===== src/rtl/mmu_request_arbiter.sv =====
// Round-robin arbiter for the shared core->MMU request port. Each accepted read is
// tagged with its source index so that CDB completions can be routed back to their owner.
module mmu_request_arbiter #(
    parameter int N_REQ     = 4,
    parameter int TAG_DEPTH = 2,
    parameter int RSV_ID_W  = 4,
    parameter int INSTR_W   = 8,
    parameter int DATA_W    = 32,
    parameter logic [INSTR_W-1:0] OP_LOAD   = INSTR_W'(1),
    parameter logic [INSTR_W-1:0] OP_LOADB  = INSTR_W'(2),
    parameter logic [INSTR_W-1:0] OP_LOADR  = INSTR_W'(3),
    parameter logic [INSTR_W-1:0] OP_LOADT  = INSTR_W'(4),
    parameter logic [INSTR_W-1:0] OP_LOADTB = INSTR_W'(5),
    parameter logic [INSTR_W-1:0] OP_INPUT  = INSTR_W'(6)
) (
    input  logic                         clk,
    input  logic                         nrst,
    input  logic [N_REQ-1:0]             req_valid,
    input  logic [N_REQ*RSV_ID_W-1:0]    req_rsv_id,
    input  logic [N_REQ*INSTR_W-1:0]     req_opcode,
    input  logic [N_REQ*DATA_W-1:0]      req_address,
    input  logic [N_REQ*DATA_W-1:0]      req_data,
    output logic [N_REQ-1:0]             req_ready,
    output logic                         m_valid,
    output logic [RSV_ID_W-1:0]          m_rsv_id,
    output logic [INSTR_W-1:0]           m_opcode,
    output logic [DATA_W-1:0]            m_address,
    output logic [DATA_W-1:0]            m_data,
    input  logic                         m_ready,
    input  logic                         cdb_valid,
    input  logic                         cdb_ready,
    output logic [N_REQ-1:0]             rsp_done,
    output logic                         tag_full,
    output logic                         err_orphan
);

    localparam int SRC_W = (N_REQ > 1) ? $clog2(N_REQ) : 1;
    localparam int PTR_W = (TAG_DEPTH > 1) ? $clog2(TAG_DEPTH) : 1;
    localparam int CNT_W = $clog2(TAG_DEPTH + 1);

    typedef enum logic {
        ARB_IDLE = 1'b0,
        ARB_BUSY = 1'b1
    } arb_state_t;

    arb_state_t         state_r;
    arb_state_t         state_nxt_s;
    logic [SRC_W-1:0]   grant_r;
    logic [SRC_W-1:0]   rr_ptr_r;
    logic [SRC_W-1:0]   pick_s;
    logic               any_elig_s;
    logic [N_REQ-1:0]   elig_s;
    logic               hs_s;
    logic               push_s;
    logic               pop_s;
    logic               wr_en_s;
    logic               rd_en_s;
    logic               orphan_s;
    logic               fifo_empty_s;
    logic               tag_full_s;
    logic [SRC_W-1:0]   tag_mem_r [TAG_DEPTH];
    logic [PTR_W-1:0]   rd_ptr_r;
    logic [PTR_W-1:0]   wr_ptr_r;
    logic [CNT_W-1:0]   count_r;
    logic               err_r;

    function automatic logic is_read(input logic [INSTR_W-1:0] op);
        logic r;
        case (op)
            OP_LOAD, OP_LOADB, OP_LOADR, OP_LOADT, OP_LOADTB, OP_INPUT: r = 1'b1;
            default: r = 1'b0;
        endcase
        return r;
    endfunction

    function automatic logic [N_REQ-1:0] src_onehot(input logic [SRC_W-1:0] src);
        logic [N_REQ-1:0] v;
        v = '0;
        v[src] = 1'b1;
        return v;
    endfunction

    // Index k positions after base, wrapping at N_REQ (which need not be a power of two).
    function automatic logic [SRC_W-1:0] rot_idx(input logic [SRC_W-1:0] base, input int k);
        int s;
        s = int'(base) + k;
        if (s >= N_REQ) begin
            s = s - N_REQ;
        end else begin
            s = s;
        end
        return SRC_W'(s);
    endfunction

    assign fifo_empty_s = (count_r == CNT_W'(0));
    assign tag_full_s   = (count_r == CNT_W'(TAG_DEPTH));
    assign tag_full     = tag_full_s;
    assign err_orphan   = err_r;
    assign hs_s         = m_valid && m_ready;
    assign push_s       = hs_s && is_read(m_opcode);
    assign pop_s        = cdb_valid && cdb_ready;
    // An empty-FIFO push that coincides with a pop is forwarded straight to rsp_done.
    assign wr_en_s      = push_s && !(fifo_empty_s && pop_s);
    assign rd_en_s      = pop_s && !fifo_empty_s;

    // Reads are held back while the tag FIFO has no room for their tag.
    always_comb begin
        elig_s = '0;
        for (int i = 0; i < N_REQ; i++) begin
            elig_s[i] = req_valid[i] && !(is_read(req_opcode[i*INSTR_W +: INSTR_W]) && tag_full_s);
        end
    end

    // First eligible requester at or after rr_ptr; scanned backwards so the nearest wins.
    always_comb begin
        pick_s     = rr_ptr_r;
        any_elig_s = 1'b0;
        for (int k = N_REQ - 1; k >= 0; k--) begin
            if (elig_s[rot_idx(rr_ptr_r, k)]) begin
                pick_s     = rot_idx(rr_ptr_r, k);
                any_elig_s = 1'b1;
            end else begin
                any_elig_s = any_elig_s;
            end
        end
    end

    // FSM state register.
    always_ff @(posedge clk) begin
        if (nrst) begin
            state_r <= ARB_IDLE;
        end else begin
            state_r <= state_nxt_s;
        end
    end

    // FSM next-state logic.
    always_comb begin
        state_nxt_s = state_r;
        case (state_r)
            ARB_IDLE: begin
                if (any_elig_s) begin
                    state_nxt_s = ARB_BUSY;
                end else begin
                    state_nxt_s = ARB_IDLE;
                end
            end
            ARB_BUSY: begin
                if (m_ready) begin
                    state_nxt_s = ARB_IDLE;
                end else begin
                    state_nxt_s = ARB_BUSY;
                end
            end
            default: state_nxt_s = ARB_IDLE;
        endcase
    end

    // FSM outputs: the granted requester's fields go straight to the MMU port.
    always_comb begin
        m_valid   = 1'b0;
        m_rsv_id  = '0;
        m_opcode  = '0;
        m_address = '0;
        m_data    = '0;
        req_ready = '0;
        if (state_r == ARB_BUSY) begin
            m_valid            = 1'b1;
            m_rsv_id           = req_rsv_id[int'(grant_r)*RSV_ID_W +: RSV_ID_W];
            m_opcode           = req_opcode[int'(grant_r)*INSTR_W +: INSTR_W];
            m_address          = req_address[int'(grant_r)*DATA_W +: DATA_W];
            m_data             = req_data[int'(grant_r)*DATA_W +: DATA_W];
            req_ready[grant_r] = m_ready;
        end else begin
            m_valid = 1'b0;
        end
    end

    // Grant capture and round-robin pointer advance.
    always_ff @(posedge clk) begin
        if (nrst) begin
            grant_r  <= '0;
            rr_ptr_r <= '0;
        end else begin
            if ((state_r == ARB_IDLE) && any_elig_s) begin
                grant_r <= pick_s;
            end else begin
                grant_r <= grant_r;
            end
            if (hs_s) begin
                rr_ptr_r <= (grant_r == SRC_W'(N_REQ - 1)) ? '0 : grant_r + SRC_W'(1);
            end else begin
                rr_ptr_r <= rr_ptr_r;
            end
        end
    end

    // Completion routing and orphan detection.
    always_comb begin
        rsp_done = '0;
        orphan_s = 1'b0;
        if (pop_s) begin
            if (!fifo_empty_s) begin
                rsp_done = src_onehot(tag_mem_r[rd_ptr_r]);
            end else if (push_s) begin
                rsp_done = src_onehot(grant_r);
            end else begin
                orphan_s = 1'b1;
            end
        end else begin
            orphan_s = 1'b0;
        end
    end

    // Tag storage; contents are only meaningful between the pointers.
    always_ff @(posedge clk) begin
        if (wr_en_s) begin
            tag_mem_r[wr_ptr_r] <= grant_r;
        end else begin
            tag_mem_r[wr_ptr_r] <= tag_mem_r[wr_ptr_r];
        end
    end

    // Tag FIFO pointers, occupancy and the sticky orphan flag.
    always_ff @(posedge clk) begin
        if (nrst) begin
            rd_ptr_r <= '0;
            wr_ptr_r <= '0;
            count_r  <= '0;
            err_r    <= 1'b0;
        end else begin
            if (wr_en_s) begin
                wr_ptr_r <= wr_ptr_r + PTR_W'(1);
            end else begin
                wr_ptr_r <= wr_ptr_r;
            end
            if (rd_en_s) begin
                rd_ptr_r <= rd_ptr_r + PTR_W'(1);
            end else begin
                rd_ptr_r <= rd_ptr_r;
            end
            case ({wr_en_s, rd_en_s})
                2'b10:   count_r <= count_r + CNT_W'(1);
                2'b01:   count_r <= count_r - CNT_W'(1);
                default: count_r <= count_r;
            endcase
            if (orphan_s) begin
                err_r <= 1'b1;
            end else begin
                err_r <= err_r;
            end
        end
    end

endmodule


===== config.mk =====
export PLATFORM = sky130hd
export DESIGN_NAME = mmu_request_arbiter
export DESIGN_NICKNAME = d
export VERILOG_FILES = /design/src/rtl/mmu_request_arbiter.sv
export SDC_FILE = /design/constraint.sdc
export NUM_CORES = 1
export LEC_CHECK = 0
export BUFFER_PORTS_ARGS = -buffer_cell sky130_fd_sc_hd__buf_2
export CAP_MARGIN = 0
export CORE_AREA = 3 3 152 154
export DETAILED_ROUTE_END_ITERATION = 6
export DIE_AREA = 0 0 155 157
export PLACE_DENSITY = 0.47
export SYNTH_ARGS = -nofsm -noshare
export SYNTH_HDL_FRONTEND = slang
export SYNTH_SLANG_ARGS = --single-unit

===== constraint.sdc =====
create_clock -name clk -period 7.5 [get_ports clk]
set_input_delay 1.125 -clock clk [delete_from_list [all_inputs] [get_ports clk]]
set_output_delay 1.125 -clock clk [all_outputs]
set_load 0.1 [all_outputs]

### Yosys cells after proc, flatten, opt, wreduce, memory -nomap -nowiden

Memory sizes are Yosys's and may differ from the RTL's. A register that Yosys moved wholly into a read port is not among the register bits.
Cells that the tools add are included.

* flip-flop bits (word level): 10
* RAM bits: 4
* bits of input ports: 313
* word-level logic and storage cells: 157
* memories kept: 1

Memories
* tag_mem_r: words 2, bits a word 2, rd ports 1, clocked after memory_dff 1, write ports 1, line 61 `logic [SRC_W-1:0] tag_mem_r [TAG_DEPTH];`

* add/sub/neg operators: 12
* magnitude comparators: 12
* eq/ne operators: 35
* shift operators: 4
* mux-type cells: 52
* bitwise logic cells: 3
* reductions and logical operators: 31

Operator list (number)
* $shiftx 128x8->32: 2
* $eq 8x3->1 const B: 15
* $eq 8x2->1 const B: 10
* $mux 32: 2
* $eq 8x1->1 const B: 5
* $shiftx 32x6->8: 1
* $reduce_or 6->1: 5
* $mux 1: 26
* $mux 2: 10
* $mux 4: 5
* $lt 2x3->1 const B: 6
* $logic_and 1x1->1: 17
* $shiftx 16x5->4: 1
* $sub 2x1->2 const B: 5
* $ge 3x3->1 const B: 3
* $bmux 1 s2: 4
* $mux 8: 1
* $add 2x2->3 const B: 2
* $eq 2x2->1 const B: 3
* $logic_not 1->1: 6
* $add 2x1->2 const B: 2
* $and 4x4->4: 1
* $demux 1 s2: 2
* $ge 2x1->1 const B: 2
* 12 further kinds: 13

### Longest topological paths before layout

* depth after elaboration: 14
* depth in mapped cells: 11
* gate-level depth less buffers: 9

### Worst setup path after synthesis

OpenSTA, ideal clock, no wires.

* kind: flip-flop to output port
* from: reg state_r
* to: out rsp_done[0]
* data arrival time: 4.762 ns
* data required time: 6.375 ns
* setup slack: 1.613 ns
* stages on the path, launching flop included: 7
* path through: dfxtp_1 -> nand2_1 -> o22ai_1 -> o21ai_1 -> a2111oi_4 -> nand3_1 -> o21ai_0

* longest elaborated chain between the ends: 8
* elaborated cells between the ends (all ways): 15
* those cells by class: eq/ne (6); mux (6); reduce/logical (3)

RTL lines
* start, declared: line 46 `arb_state_t state_r;`
* start signal, assigned: line 133 `state_r <= state_nxt_s;`
* $mux 8 (*): line 167 `if (state_r == ARB_BUSY) begin`
* named net m_opcode[0]: line 26 `output logic [INSTR_W-1:0] m_opcode,`
* $eq 8x1->1, or another cell as far along: line 69 `case (op)`
* $reduce_or 6->1 (*): line 69
* $mux 1 (*): line 69
* $logic_and 1x1->1 (*): line 100 `assign push_s = hs_s && is_read(m_opcode);`
* $mux 4 (*): line 205 `end else if (push_s) begin`
* $mux 4 (*): line 203 `if (!fifo_empty_s) begin`
* $mux 4 (*): line 202 `if (pop_s) begin`
* end, declared: line 32 `output logic [N_REQ-1:0] rsp_done,`

Mark *: on every way through the listed nets, which the timed path passes. The rest lies on a longest branch.

### Worst setup path in the final report

* from: reg grant_r[0]
* to: out rsp_done[0]

* longest elaborated chain between the ends: 9
* elaborated cells between the ends (all ways): 19
* those cells by class: order compare (2); eq/ne (6); shift (1); mux (7); reduce/logical (3)

RTL lines
* start, declared: line 48 `logic [SRC_W-1:0] grant_r;`
* start signal, assigned: line 186 `grant_r <= pick_s;`
* start signal, assigned: line 188 `grant_r <= grant_r;`
* $shiftx 32x6->8: line 170 `m_opcode = req_opcode[int'(grant_r)*INSTR_W +: INSTR_W];`
* $mux 8: line 167
* $eq 8x1->1, or another cell as far along: line 69
* $reduce_or 6->1: line 69
* $mux 1: line 69
* $logic_and 1x1->1: line 100
* $mux 4 (*): line 205
* $mux 4 (*): line 203
* $mux 4 (*): line 202

Every way passes the cells marked *; elsewhere a longest branch is shown, timed or not.

==> reports/results.ini <==
[timing]
clock.fmax_mhz = 193.6
skew_ps = 1.840
max_slew_margin_pct = 27.30
min_period_over_period_pct = 68.86
min_period_ps = 5165
worst_slew_pin_slew_ps = 1076
drv_slew = 0
setup_viol = 0
fin_tns_setup_ps = 0
hold_viol = 0
rsz0062_at_grt = false

[setup_path]
worstSetupPathType = reg2out
cp_cell_sequence = buf_4 -> mux4_2 -> nand2_1 -> o21ai_1 -> a2111oi_4 -> nand3_1 -> o21ai_0 -> buf_2
rrSetupSlack_ps = 3350
r2r-start = grant_r[0]
reg2reg_to = count_r[1]
crit_family = buffers and inverters
crit_slowest_cell = dfxtp_4
critPathRequiredTime_ps = 6380
slowest_delay_ps = 930
worstSetupStartpoint = grant_r[0]
startpoint_type = register
end_kind = output pin
critPathMaxFanout = 49
timing.critical_path.buf_inv = 2
crit_arrival_ps = 4040
rr_worst_depth = 9

[drt]
ant_nets = 0
wl_per_cell_um = 17.56
totalWireLength_um = 16930
drtPass1Iterations = 5
first_iter_violations = 136
drcViolationCount = 0
vias = 4284
avgViaCountPerCell = 4.444

[clock_network]
hold_buffers = 0
cts_setup_buffers = 0
clock_latency_ps = 250
ctsResizeCount = 0
cts.clk_slew.worst_paths_ps = 50
root_buffer = clkbuf_16
cts.sinks = 15
tritoncts = done
cts.path.max_buffers = 2
numCtsBuffers = 3
cts.htree.levels = 1

[yosys]
synth.top_cells.by_count = and2_1 (73), mux4_2 (72), clkbuf_1 (17), nand2_1 (14), nor2_1 (13)
synth-edff-count = 4
syn_inst = 304
ys_ff_latch = 15
synthArstFlopShare_pct = 0
synth_largest_area_cell = mux4_2
yosys_warnings = 0
yosys.area.top_type_share_pct = 48.61
synth.most_common_cell = and2_1
synth_cell_type_count = 47
synth_area_leaders = mux4_2 (49%), and2_1 (14%), dfxtp_1 (6.6%), edfxtp_1 (3.6%), clkbuf_1 (1.9%)
yosysSeqAreaShare_pct = 10.20
netlist_area_um2 = 3336
syn_avg_cell_area_um2 = 10.97
synthFlopType = dfxtp_1
syn_nets = 622

[floorplan]
dieArea_um2 = 24340
core_um2 = 21820
rows = 54
pin_count = 400
die_height_um = 157
fp.dieW_um = 155
start_util_pct = 15.28

[global_routing]
grt_use_total_pct = 12.63
grt_overflow_total = 0
antenna_found_initial = 4
grt_pass1_wl_um = 24470
grt_max_degree = 59
grt_pass1_vias = 4476

[hold_path]
hold_end = err_orphan
holdPathStages = 1
hold_start = err_orphan
hp-class = reg2reg

[layout]
diodes = 0
fin_area_um2 = 5692
syn2layout_area_growth_pct = 70.63
nNetsFinal = 1003
drive_above_1_share_pct = 71.64

[job]
drv_cap = 0

[power_and_ir_drop]
ir_drop_mv = 0.06774
p_per_area_nw_per_um2 = 139.8
p_leak_uw = 0.002728
total_power_uw = 795.5

[outcome]
status = finished clean

[placement]
port_buffers = 399
place_area_um2 = 5612
gp_congestion = 0.8285
dp_hpwl_um = 14860

-- logic make-up (layout without fill, tap and decap cells) --
kind of cell	after synthesis	in the layout	share of synthesized area [%]
fa+ha+maj	5	5	1.875
mux	82	82	52.78
compound gates	29	29	6.790
buf+inv	33	413	3.976
flops	15	15	10.20
simple gates	137	137	23.59
xor+xnor	3	3	0.7878
-- metrics by stage --
stage / setup WS [ps] / util [%] / hold WS, ps / instances
floorplan: 1613 / - / 481.3 / 304
global placement: 2504 / 25.71 / 469.6 / 960
detailed placement: 2487 / 25.71 / 473.5 / 960
CTS: 2215 / 26.08 / 485.6 / 964
global route: 1920 / 26.08 / 524.1 / 964
finish: 2335 / 26.08 / 483.2 / 964
-- power by group --
part / internal [µW] / leakage [µW] / switching, µW
registers: 86.0 / 0.000127 / 23.1
clock network: 71.3 / 0.0000409 / 34.4
logic: 189 / 0.00256 / 391
-- layer usage --
layer	vias up	global-route usage [%]	wire length (µm)
li1	1971	-	-
met1	2025	14.08	6073
met2	266	24.89	9200
met3	14	2.942	1491
met4	8	1.640	108
met5	-	0	55
-- worst reg2reg max path, stage by stage, from the launching register on --
cell	delay [ps]
dfxtp_4	930
buf_4	710
mux4_2	590
nand2_1	120
o21ai_1	130
a2111oi_4	610
nand2_4	130
ha_1	350
or3_1	370
a21oi_1	150
-- placed cells by master (no fill, tap or decap), types with 4 or more instances in the layout --
master / synthesis / routed
buf_2: 1 / 399
and2_1: 73 / 73
mux4_2: 72 / 72
nand2_1: 14 / 14
nor2_1: 13 / 13
nand3_1: 12 / 12
dfxtp_1: 11 / 8
o21ai_0: 7 / 7
inv_1: 6 / 6
mux2i_1: 6 / 6
or3_1: 5 / 5
ha_1: 5 / 5
nor3_1: 4 / 4
and3_1: 4 / 4
or4_1: 4 / 4
buf_4: 0 / 4
edfxtp_1: 4 / 4
-- worst max path at each step --
| stage | cells after the start | slack, ps | to |
|---|---|---|---|
| after floorplan | 6 | 1610 | rsp_done[0] |
| after CTS | 8 | 2210 | rsp_done[0] |
| final | 8 | 2340 | rsp_done[0] |
| after detailed placement | 8 | 2490 | rsp_done[0] |
| after global routing | 8 | 1920 | rsp_done[0] |
| after global placement | 8 | 2500 | rsp_done[1] |
-- cell type report --
| type | count | area, µm² |
|---|---|---|
| Fill cell | 2373 | 16130 |
| Timing Repair Buffer | 403 | 2027 |
| Multi-Input combinational cell | 256 | 2863 |
| Tap cell | 280 | 350.3 |
| Inverter | 6 | 22.52 |
| Sequential cell | 15 | 349.1 |
| Clock inverter | 1 | 5.005 |
| Clock buffer | 3 | 75.07 |
-- sequential cells by signal, indices dropped and copies added, names as in the netlist, named ones only --
register / cells
rr_ptr_r: 2
count_r: 2
err_orphan: 1
wr_ptr_r: 1
rd_ptr_r: 1
tag_mem_r: 4
grant_r: 2
state_r: 1
Power figures use the tool's default switching activity.
